==> src/rtl/corr_accum_64_pkg.sv <==
// Shared correlator definitions: parameter defaults and the controller state encoding.
package corr_pkg;

  localparam int N_LAG_DEF = 64;
  localparam int DW_DEF    = 8;
  localparam int AW_DEF    = 32;

  typedef enum logic [1:0] {
    S_CLR  = 2'd0,
    S_IDLE = 2'd1,
    S_ACC  = 2'd2
  } state_e;

endpackage

==> src/rtl/corr_accum_64_if.sv <==
// Host/upstream bundle of the lag correlator; master drives stimulus, slave is the accumulator.
interface corr_accum_64_if
  import corr_pkg::*;
#(
  parameter int N_LAG = N_LAG_DEF,
  parameter int DW    = DW_DEF,
  parameter int AW    = AW_DEF
);
  localparam int LW = $clog2(N_LAG);

  // shift_valid qualifies shift for one cycle and has no backpressure; rd_req is held by the
  // host until the one-cycle rd_valid pulse, and rd_data is only meaningful while rd_valid is high.
  logic          clr;
  logic          burst_start;
  logic [DW-1:0] sample;
  logic [DW-1:0] shift;
  logic          shift_valid;
  logic          rd_req;
  logic [LW-1:0] rd_addr;
  logic [AW-1:0] rd_data;
  logic          rd_valid;
  logic [31:0]   burst_cnt;
  logic          busy;
  logic          ovf;
  state_e        dbg_state;

  modport master (
    output clr, burst_start, sample, shift, shift_valid, rd_req, rd_addr,
    input  rd_data, rd_valid, burst_cnt, busy, ovf, dbg_state
  );

  modport slave (
    input  clr, burst_start, sample, shift, shift_valid, rd_req, rd_addr,
    output rd_data, rd_valid, burst_cnt, busy, ovf, dbg_state
  );

endinterface

==> src/rtl/corr_accum_64_bin_ram.sv <==
// Simple dual-port bin memory: one write port, one registered read port, read-first on collision.
module corr_bin_ram #(
  parameter int DEPTH = 64,
  parameter int W     = 32
) (
  input  logic                     clk,
  input  logic                     we_i,
  input  logic [$clog2(DEPTH)-1:0] waddr_i,
  input  logic [W-1:0]             wdata_i,
  input  logic                     re_i,
  input  logic [$clog2(DEPTH)-1:0] raddr_i,
  output logic [W-1:0]             rdata_o
);

  logic [W-1:0] mem_q [DEPTH];
  logic [W-1:0] rdata_q;

  always_ff @(posedge clk) begin
    if (we_i) mem_q[waddr_i] <= wdata_i;
    if (re_i) rdata_q <= mem_q[raddr_i];
  end

  assign rdata_o = rdata_q;

endmodule

==> src/rtl/corr_accum_64.sv <==
// Lag-correlation accumulator: bin[lag] += sample*shift through a 3-stage read-modify-write
// pipeline with saturation, a zeroing sweep after reset/clear, and a low-priority host read port.
module corr_accum_64
  import corr_pkg::*;
#(
  parameter int N_LAG = N_LAG_DEF,
  parameter int DW    = DW_DEF,
  parameter int AW    = AW_DEF
) (
  input  logic           clk,
  input  logic           rst,
  corr_accum_64_if.slave bus
);

  localparam int LW = $clog2(N_LAG);
  localparam int PW = 2 * DW;

  state_e        state_q;
  logic          busy_q;
  logic [LW-1:0] clr_addr_q;
  logic [LW-1:0] lag_q;
  logic [31:0]   burst_cnt_q;
  logic          ovf_q;

  // p_*: product stage waiting for RAM data; w_*: sum being written; l_*: sum written last cycle
  logic          p_v_q, w_v_q, l_v_q;
  logic [LW-1:0] p_a_q, w_a_q, l_a_q;
  logic [PW-1:0] p_prod_q;
  logic [AW-1:0] w_d_q, l_d_q;

  logic          rd_valid_q;
  logic [AW-1:0] rd_hold_q;

  logic          acc;
  logic          host_rd;
  logic          ram_we, ram_re;
  logic [LW-1:0] ram_waddr, ram_raddr;
  logic [AW-1:0] ram_wdata, ram_rdata;
  logic [AW-1:0] base;
  logic [AW:0]   sum_w;
  logic [AW-1:0] sum_sat;
  logic          sat;

  assign acc     = (state_q == S_ACC) && bus.shift_valid && !bus.burst_start && !bus.clr;
  assign host_rd = bus.rd_req && !rd_valid_q && !acc && !bus.clr && (state_q != S_CLR);

  always_comb begin
    ram_we    = w_v_q;
    ram_waddr = w_a_q;
    ram_wdata = w_d_q;
    if (state_q == S_CLR) begin
      ram_we    = 1'b1;
      ram_waddr = clr_addr_q;
      ram_wdata = '0;
    end
    ram_re    = acc || host_rd;
    ram_raddr = acc ? lag_q : bus.rd_addr;
  end

  corr_bin_ram #(
    .DEPTH (N_LAG),
    .W     (AW)
  ) u_ram (
    .clk     (clk),
    .we_i    (ram_we),
    .waddr_i (ram_waddr),
    .wdata_i (ram_wdata),
    .re_i    (ram_re),
    .raddr_i (ram_raddr),
    .rdata_o (ram_rdata)
  );

  // The RAM read missed the write landing in the same edge and the one still queued; the younger wins.
  always_comb begin
    base = ram_rdata;
    if (l_v_q && (l_a_q == p_a_q)) base = l_d_q;
    if (w_v_q && (w_a_q == p_a_q)) base = w_d_q;
    sum_w   = {1'b0, base} + {{(AW + 1 - PW){1'b0}}, p_prod_q};
    sat     = sum_w[AW];
    sum_sat = sat ? '1 : sum_w[AW-1:0];
  end

  always_ff @(posedge clk) begin
    if (rst || bus.clr) begin
      state_q     <= S_CLR;
      busy_q      <= 1'b1;
      clr_addr_q  <= '0;
      lag_q       <= '0;
      burst_cnt_q <= '0;
      ovf_q       <= 1'b0;
    end else begin
      case (state_q)
        S_CLR: begin
          if (clr_addr_q == LW'(N_LAG - 1)) begin
            state_q <= S_IDLE;
            busy_q  <= 1'b0;
          end else begin
            clr_addr_q <= clr_addr_q + LW'(1);
          end
        end
        S_IDLE: begin
          if (bus.burst_start) begin
            state_q <= S_ACC;
            lag_q   <= '0;
          end
        end
        S_ACC: begin
          if (bus.burst_start) begin
            lag_q <= '0;
          end else if (bus.shift_valid) begin
            lag_q <= lag_q + LW'(1);
            if (lag_q == LW'(N_LAG - 1)) begin
              state_q     <= S_IDLE;
              burst_cnt_q <= burst_cnt_q + 32'd1;
            end
          end
        end
        default: begin
          state_q    <= S_CLR;
          busy_q     <= 1'b1;
          clr_addr_q <= '0;
        end
      endcase
      if (p_v_q && sat) ovf_q <= 1'b1;
    end
  end

  always_ff @(posedge clk) begin
    if (rst || bus.clr) begin
      p_v_q <= 1'b0;
      w_v_q <= 1'b0;
      l_v_q <= 1'b0;
    end else begin
      p_v_q <= acc;
      w_v_q <= p_v_q;
      l_v_q <= w_v_q;
    end
    p_a_q    <= lag_q;
    p_prod_q <= PW'(bus.sample) * PW'(bus.shift);
    w_a_q    <= p_a_q;
    w_d_q    <= sum_sat;
    l_a_q    <= w_a_q;
    l_d_q    <= w_d_q;
  end

  always_ff @(posedge clk) begin
    if (rst) begin
      rd_valid_q <= 1'b0;
      rd_hold_q  <= '0;
    end else begin
      rd_valid_q <= host_rd;
      if (rd_valid_q) rd_hold_q <= ram_rdata;
    end
  end

  assign bus.rd_data   = rd_valid_q ? ram_rdata : rd_hold_q;
  assign bus.rd_valid  = rd_valid_q;
  assign bus.burst_cnt = burst_cnt_q;
  assign bus.busy      = busy_q;
  assign bus.ovf       = ovf_q;
  assign bus.dbg_state = state_q;

endmodule

==> src/flat_wrapper.sv <==
// flat-port wrapper written by rule: the top's interface ports become plain ports
module corr_accum_64_flat import corr_pkg::*;
#(
  parameter int N_LAG = N_LAG_DEF,
  parameter int DW    = DW_DEF,
  parameter int AW    = AW_DEF
)
  (clk, rst, bus_clr, bus_burst_start, bus_sample, bus_shift, bus_shift_valid, bus_rd_req, bus_rd_addr, bus_rd_data, bus_rd_valid, bus_burst_cnt, bus_busy, bus_ovf, bus_dbg_state);
  corr_accum_64_if #(.N_LAG(N_LAG), .DW(DW), .AW(AW)) bus_i ();
  input  logic clk;
  input  logic rst;
  input wire logic [$bits(bus_i.clr)-1:0] bus_clr;
  input wire logic [$bits(bus_i.burst_start)-1:0] bus_burst_start;
  input wire logic [$bits(bus_i.sample)-1:0] bus_sample;
  input wire logic [$bits(bus_i.shift)-1:0] bus_shift;
  input wire logic [$bits(bus_i.shift_valid)-1:0] bus_shift_valid;
  input wire logic [$bits(bus_i.rd_req)-1:0] bus_rd_req;
  input wire logic [$bits(bus_i.rd_addr)-1:0] bus_rd_addr;
  output wire logic [$bits(bus_i.rd_data)-1:0] bus_rd_data;
  output wire logic [$bits(bus_i.rd_valid)-1:0] bus_rd_valid;
  output wire logic [$bits(bus_i.burst_cnt)-1:0] bus_burst_cnt;
  output wire logic [$bits(bus_i.busy)-1:0] bus_busy;
  output wire logic [$bits(bus_i.ovf)-1:0] bus_ovf;
  output wire logic [$bits(bus_i.dbg_state)-1:0] bus_dbg_state;
  assign bus_i.clr = bus_clr;
  assign bus_i.burst_start = bus_burst_start;
  assign bus_i.sample = bus_sample;
  assign bus_i.shift = bus_shift;
  assign bus_i.shift_valid = bus_shift_valid;
  assign bus_i.rd_req = bus_rd_req;
  assign bus_i.rd_addr = bus_rd_addr;
  assign bus_rd_data = bus_i.rd_data;
  assign bus_rd_valid = bus_i.rd_valid;
  assign bus_burst_cnt = bus_i.burst_cnt;
  assign bus_busy = bus_i.busy;
  assign bus_ovf = bus_i.ovf;
  assign bus_dbg_state = bus_i.dbg_state;
  corr_accum_64 #(.N_LAG(N_LAG), .DW(DW), .AW(AW)) u_core (.clk(clk), .rst(rst), .bus(bus_i));
endmodule
==> config.mk <==
export PLATFORM = sky130hd
export DESIGN_NAME = corr_accum_64_flat
export DESIGN_NICKNAME = d
export VERILOG_FILES = /design/src/rtl/corr_accum_64_pkg.sv /design/src/rtl/corr_accum_64_if.sv /design/src/rtl/corr_accum_64_bin_ram.sv /design/src/rtl/corr_accum_64.sv /design/src/flat_wrapper.sv
export SDC_FILE = /design/constraint.sdc
export NUM_CORES = 2
export LEC_CHECK = 0
export CAP_MARGIN = 40
export CORE_MARGIN = 5
export CORE_UTILIZATION = 39
export CTS_CLUSTER_DIAMETER = 50
export CTS_CLUSTER_SIZE = 20
export DETAILED_ROUTE_END_ITERATION = 16
export GPL_ROUTABILITY_DRIVEN = 1
export GPL_TIMING_DRIVEN = 0
export PLACE_DENSITY = 0.56
export SLEW_MARGIN = 20
export SYNTH_ARGS = -nofsm -noshare
export SYNTH_HDL_FRONTEND = slang
export SYNTH_HIERARCHICAL = 1
export SYNTH_SLANG_ARGS = --single-unit
==> constraint.sdc <==
create_clock -name clk -period 5.7 [get_ports clk]
set_clock_uncertainty 0.05 [all_clocks]
set_input_delay 1.14 -clock clk [delete_from_list [all_inputs] [get_ports clk]]
set_output_delay 1.14 -clock clk [all_outputs]
set_load 0.02 [all_outputs]
# After elaboration in Yosys (flattened, before gate mapping)
# Memories as Yosys holds them, arrays and structs flattened. A register that Yosys moved wholly into a read port is not among the register bits.
# Index checks and enable logic that the tools add are counted.
totals:
  ff_bits: 182
  ramBits: 2048
  mem_count: 1
memory_table:
  columns: ["memory", "depth", "word_bits", "read_ports", "rd_ports_with_merged_regs", "wr", "line_no", "source"]
  rows:
  - ["u_core.u_ram.mem_q", 64, 32, 1, 1, 1, "corr_accum_64_bin_ram.sv:15", "logic [W-1:0] mem_q [DEPTH];"]
classes:
  n_addsub: 4
  multipliers: 1
  eq_ne: 13
  n_mux: 23
  bitwise_logic: 2
  reduce_logical: 25
op_table:
  columns: ["op", "count"]
  rows:
  - ["32-bit two-way mux", 4]
  - ["6-bit two-way mux", 6]
  - ["32-bit by 16-bit adder with 33-bit output", 1]
  - ["32-bit by 1-bit adder with 32-bit output (second input constant)", 1]
  - ["6-bit one-hot mux with 2 select lines", 2]
  - ["8-bit by 8-bit multiplier with 16-bit output", 1]
  - ["6-bit by 1-bit adder with 6-bit output (second input constant)", 2]
  - ["6-bit == test", 2]
  - ["6-bit == test (second input constant)", 2]
  - ["2-bit inequality test (second input constant)", 6]
  - ["1-bit logical AND", 10]
  - ["2-bit two-way mux", 5]
  - ["2-bit one-hot mux with 3 select lines", 1]
  - ["5-bit AND reduction", 1]
  - ["1-bit zero test", 4]
  - ["1-bit two-way mux", 4]
  - ["2-bit AND reduction", 2]
  - ["4-bit AND reduction", 1]
  - ["2-bit nonzero test", 2]
  - ["3-bit inequality test (second input constant)", 1]
  - ["3-bit AND reduction", 1]
  - ["2-bit by 1-bit == test with 1-bit output (second input constant)", 1]
  - ["2-bit == test (second input constant)", 1]
  - ["2-bit zero test", 1]
  - ["other kinds (4)", 6]

# Logic depth before layout (Yosys ltp)
depth:
  ltp_word: 9
  ltp_mapped: 22

# Cells and area by module
# Netlist, hierarchy kept.
by_module_without_submodules:
  columns: ["mod", "instances", "cells_per_inst", "area_per_inst_um2", "seq_area_each_um2"]
  rows:
  - ["corr_bin_ram", 1, 3324, 78835.6, 62459.9]
  - ["corr_accum_64", 1, 1102, 10291.1, 3643.5]

# Least setup slack after synthesis
# Ideal clock, no wire load.
synth_timing:
  kind: "register -> register"
  startpoint: "register u_core.state_q[0], in the netlist u_core/bus.dbg_state[0]"
  endpoint: "memory u_core.u_ram.mem_q[48][0], enable pin"
  setup_time_ns: 0.461
  t_arrival_ns: 4.301
  required_time_ns: 5.189
  slack_ns: 0.888
  path_stages_with_launch: 10
  period_less_slack_ns: 4.812
  cell_sequence: "dfxtp_1 -> inv_1 -> ha_1 -> clkbuf_1 -> buf_1 -> mux2_2 -> clkbuf_1 -> nor2b_1 -> nand4b_1 -> nor3_1"
synth_lines:
  columns: ["item", "line_no", "source"]
  rows:
  - ["start, declared", "corr_accum_64.sv:18", "state_e state_q;"]
  - ["start signal, assigned", "corr_accum_64.sv:85", "state_q <= S_CLR;"]
  - ["start signal, assigned", "corr_accum_64.sv:95", "state_q <= S_IDLE;"]
  - ["start signal, assigned", "corr_accum_64.sv:103", "state_q <= S_ACC;"]
  - ["2-bit zero test", "corr_accum_64.sv:51", "if (state_q == S_CLR) begin"]
  - ["6-bit two-way mux", "corr_accum_64.sv:51", null]
  - ["net u_core.ram_waddr[3]", "corr_accum_64.sv:37", "logic [LW-1:0] ram_waddr, ram_raddr;"]
  - ["end, declared", "corr_accum_64_bin_ram.sv:15", null]
# The timed path passes the listed nets, and every way through them passes these cells.

# Final worst setup path
layout_timing:
  startpoint: "input bus_burst_start"
  endpoint: "register u_core.u_ram.rdata_q[23], in the netlist u_core/u_ram/rdata_o[23] (read register of u_core.u_ram.mem_q) (data pin)"
layout_lines:
  columns: ["item", "line_no", "source"]
  rows:
  - ["start, declared", "flat_wrapper.sv:13", "input wire logic [$bits(bus_i.burst_start)-1:0] bus_burst_start;"]
  - ["1-bit zero test", "corr_accum_64.sv:44", "assign acc = (state_q == S_ACC) && bus.shift_valid && !bus.burst_start && !bus.clr;"]
  - ["1-bit logical AND (2 in a row)", "corr_accum_64.sv:44", null]
  - ["6-bit two-way mux", "corr_accum_64.sv:57", "ram_raddr = acc ? lag_q : bus.rd_addr;"]
  - ["net u_core.ram_raddr[2]", "corr_accum_64.sv:37", null]
  - ["end, declared", "corr_accum_64_bin_ram.sv:16", "logic [W-1:0] rdata_q;"]
# The timed path passes the listed nets, and every way through them passes these cells.
# A chain may end at the register's enable or synchronous reset.

==> qor.csv <==
stage;metric;value;unit
outcome;status;finished clean;
critical_path;R2R Setup Slk;0.29;ns
route;vias per cell;5.94;
grt;vias in the first global route;46594;
critical_path;worst-case reg-to-reg path depth;13;
sta;TNS Setup;0;ns
critical_path;Worst path max stage delay;0.58;ns
route;post-route ant nets;0;
sta;slew at the pin with the worst max-slew slack;0.941;ns
clock_network;later-pin clock latency in the skew report;0.84;ns
min_path;Worst Hold Class;register to register;
power_and_ir_drop;sw frac;0.238;
clock_network;Root Buffer;clkbuf_16;
clock_network;clock-pin slew on the worst setup and hold paths;0.08;ns
clock_network;cts bufs inserted;184;
clock_network;TritonCTS clock tree;yes;
synth;Main synth FF type;edfxtp_1;
route;Routed WL;279;mm
floorplanning;die area;238000;um^2
sta;Max-slew headroom;0.372;
min_path;Hold Path Depth;0;
layout;# fillers;18755;
flow_run;maxcap violations;0;
grt;largest net degree at the start of global routing;41;
grt;GRT Util Overall;0.232;
synth;Syn Area/Cell;20.1;um^2
power_and_ir_drop;cell-internal power;25600;uW
synth;synth warn;6;
sta;shortest period the worst path allows;5.63;ns
layout;Area Overhead vs Synth;19.0;%
synth;top cell type's share of synthesized area;0.701;
layout;Core Util, Final;0.466;
floorplanning;Rows;175;
min_path;Hold Path End;u_core/l_d_q[1];
placed_design;Placer Congestion;0.884;
route;via count;48321;
synth;synthesized area;89100;um^2
grt;Remaining Overflow, GRT;0;
power_and_ir_drop;P_sw;7990;uW
sta;max-slew violation count;0;
route;residual DRC count;0;
route;Avg WL per Cell;34.3;um
synth;Seq cells post-synth;2262;
sta;RSZ-0062 raised after global routing;no;
synth;Syn Inst Count;4426;
placed_design;IO Port Bufs;96;
critical_path;worst r2r src;u_core/bus.dbg_state[1];
route;Initial DRC Count;6435;
critical_path;Setup CP Type;input pin to register;
floorplanning;CORE AREA;227000;um^2
layout;FF/Latch Area;66100;um^2
grt;first-pass GRT wire length;382;mm
critical_path;Critical Path Fanout Max;11;
layout;Multi-input gate area;22500;um^2
clock_network;clock sinks;2262;
floorplanning;Die Height;488;um
placed_design;placed wire-length estimate;195;mm
critical_path;worst reg2reg path endpoint;u_core/u_ram/rdata_o[23];
synth;async set-reset flop share out of synthesis;0;
power_and_ir_drop;Comb power frac;0.060;
critical_path;critical path, cell by cell;clkdlybuf4s50_1, nand3b_2, nor2_2, mux2_2, clkbuf_1, buf_2, clkbuf_4, buf_2, buf_2, mux2i_1, a21oi_1, a21oi_1, nor2_1;
route;DRT Pass-1 Iters;7;
clock_network;CTS Hold Buffers Added;0;
critical_path;Worst EP required;6.19;ns
synth;syn nets;4549;
power_and_ir_drop;total power draw;33600;uW
synth;leading post-synthesis cells by cell area;edfxtp_1 70%, mux4_2 14%, dfxtp_1 4.1%, mux2i_1 1.3%, nor2_1 0.88%;
power_and_ir_drop;Clk pwr share;0.400;
floorplanning;Starting Density;0.392;
critical_path;critical path endpoint category;register;
power_and_ir_drop;leakage;0.0290;uW
power_and_ir_drop;pwr dens;316;nW/um^2
critical_path;CP max-delay cell;mux2i_1;
layout;layout cells sized above 1;0.285;
synth;Post-synth EDFFs;2080;
sta;upper clock frequency limit;0.178;GHz
floorplanning;IO Pins;97;
floorplanning;Die X;488;um
clock_network;Max clock buf depth;3;
power_and_ir_drop;Worst VDD drop;0.315;mV
synth;Synth cell types;73;
sta;Final Cycle Share;0.987;
critical_path;worst path arrival time;6.11;ns
sta;final setup violation count;0;
synth;post-synthesis sequential area ratio;0.742;
clock_network;H-tree depth;4;
synth;Synth area leader;edfxtp_1;
critical_path;CP most frequent cell;buf_2;
grt;initial antenna violation count;11;
layout;NumNets Final;5085;
min_path;worst hold start;u_core/w_d_q[1];
power_and_ir_drop;sequential share of power;0.540;
critical_path;startpoint types;input pin;
sta;final hold vios;0;
==> registers in the layout (all words and copies together), names as in the netlist <==
signal / flops
u_core/lag_q: 6
u_core/p_a_q: 6
u_core/w_d_q: 32
u_core/l_v_q: 1
u_core/u_ram/rdata_o: 32
u_core/w_v_q: 1
u_core/bus.busy: 1
u_core/l_a_q: 6
u_core/rd_hold_q: 32
u_core/w_a_q: 6
u_core/p_prod_q: 16
u_core/bus.dbg_state: 2
u_core/p_v_q: 1
u_core/bus.ovf: 1
u_core/bus.burst_cnt: 32
u_core/bus.rd_valid: 1
u_core/clr_addr_q: 6
u_core/u_ram/mem_q: 2048
u_core/l_d_q: 32
==> layout by cell type (no fill, tap or decap), drive strengths merged, types with 11 or more instances in the layout <==
master,Yosys,layout
edfxtp,2080,2080
mux4,544,544
buf,120,373
clkbuf,97,293
nor2,209,209
dfxtp,182,182
inv,69,142
mux2i,119,119
nand2,118,118
a21oi,110,110
clkdlybuf4s50,0,96
o22ai,86,86
nor2b,86,86
and2,65,65
ha,58,58
o21ai,57,57
clkinv,0,54
mux2,46,46
nand3,41,41
xnor2,40,40
fa,37,37
xor2,33,33
o221ai,27,27
nor3,27,27
nand4,16,16
clkinvlp,0,15
a31oi,15,15
nand2b,14,14
a22oi,14,14
and3,11,11
==> worst max-delay path: cells and delay by family <==
family	cells	cell delay, ns
buf+inv	6	2.62
mux	2	0.80
compound gates	2	0.57
simple gates	3	0.92
==> kinds of logic (layout without fill, tap and decap cells) <==
group | after synthesis | in the layout | synth area share
AOI/OAI and AO/OA | 360 | 360 | 0.0257
buffers and inverters | 286 | 981 | 0.0149
adders and majority gates | 95 | 95 | 0.0165
xor gates and xnor gates | 73 | 73 | 0.00717
and+or+nand+nor | 641 | 641 | 0.0374
muxes | 709 | 709 | 0.157
DFF | 2262 | 2262 | 0.742
other | 0 | 4 | 0
==> cells in the mapped netlist, types with 8 or more instances <==
cell type / count
a21oi_1: 110
or3_1: 9
dfxtp_1: 182
nand2b_1: 14
ha_1: 58
nand3b_1: 9
o221ai_1: 27
buf_4: 26
o21ai_0: 57
clkbuf_1: 97
nand2_1: 97
nand4_1: 14
and3_1: 11
nor2b_1: 86
nor3_1: 25
and2_1: 65
buf_6: 8
nand3_1: 39
fa_1: 37
buf_1: 24
mux2_2: 44
xnor2_1: 40
mux4_2: 544
inv_1: 69
a31oi_1: 9
mux2i_1: 119
nor2_1: 208
a311oi_1: 9
xor2_1: 33
edfxtp_1: 2080
o22ai_1: 86
buf_2: 60
a22oi_1: 13
nand2_2: 21
==> through the flow <==
stage / std cells / worst slack (ns) / hold slack, ns / area, um^2
after floorplan: 4426 / 0.888 / 0.289 / 89100
after global placement: 7531 / -3.62 / 0.304 / 93900
after detailed placement: 7772 / -1.22 / 0.309 / 99500
after CTS: 8117 / 0.0210 / 0.289 / 106000
after global routing: 8132 / 0.0240 / 0.315 / 106000
final: 8134 / 0.0748 / 0.308 / 106000
==> worst max path at each step <==
stage	from	endpoint	slack [ns]	cells after the start
2_1_floorplan	u_core/bus.dbg_state[0]	u_core/u_ram/mem_q[48][0]	0.89	9
3_3_place_gp	u_core/bus.dbg_state[0]	u_core/u_ram/mem_q[49][19]	-3.62	9
3_5_place_dp	bus_burst_start	u_core/u_ram/rdata_o[14]	-1.22	13
4_1_cts	bus_burst_start	u_core/u_ram/rdata_o[6]	0.02	14
5_1_grt	bus_burst_start	u_core/u_ram/rdata_o[23]	0.02	13
6_report	bus_burst_start	u_core/u_ram/rdata_o[23]	0.07	13
==> power by group through the flow <==
stage	sequential [uW]	clock (uW)	combinational [uW]
6_report	18100	13400	2010
5_1_grt	18100	14300	2180
4_1_cts	18100	13700	2010
3_5_place_dp	18500	0	1980
3_3_place_gp	18500	0	1920
2_1_floorplan	18500	0	1300
==> cell type report <==
cell class,count,area share
clock buffers,195,0.0445
diodes,4,0.0000944
flip-flops and latches,2262,0.623
clock inverters,150,0.0155
well taps,3009,0.0355
inverters,69,0.00244
multi-input cells,1878,0.212
repair buffers,350,0.0563
plain buffers,217,0.0104
==> routing by layer <==
metal,GRT usage,up-vias,routed length [um]
met5,0,-,40
met4,0.0835,6,11700
met3,0.0593,458,30100
met2,0.350,2671,125000
met1,0.327,26025,112000
li1,-,19161,-
==> what timing repair did <==
action / CTS / global route
buffers inserted: 0 / 1
pin swaps: 0 / 1
endpoints found under the setup margin: 40 / 52
gates resized for setup: 9 / 26
Power figures use the tool's default switching activity.
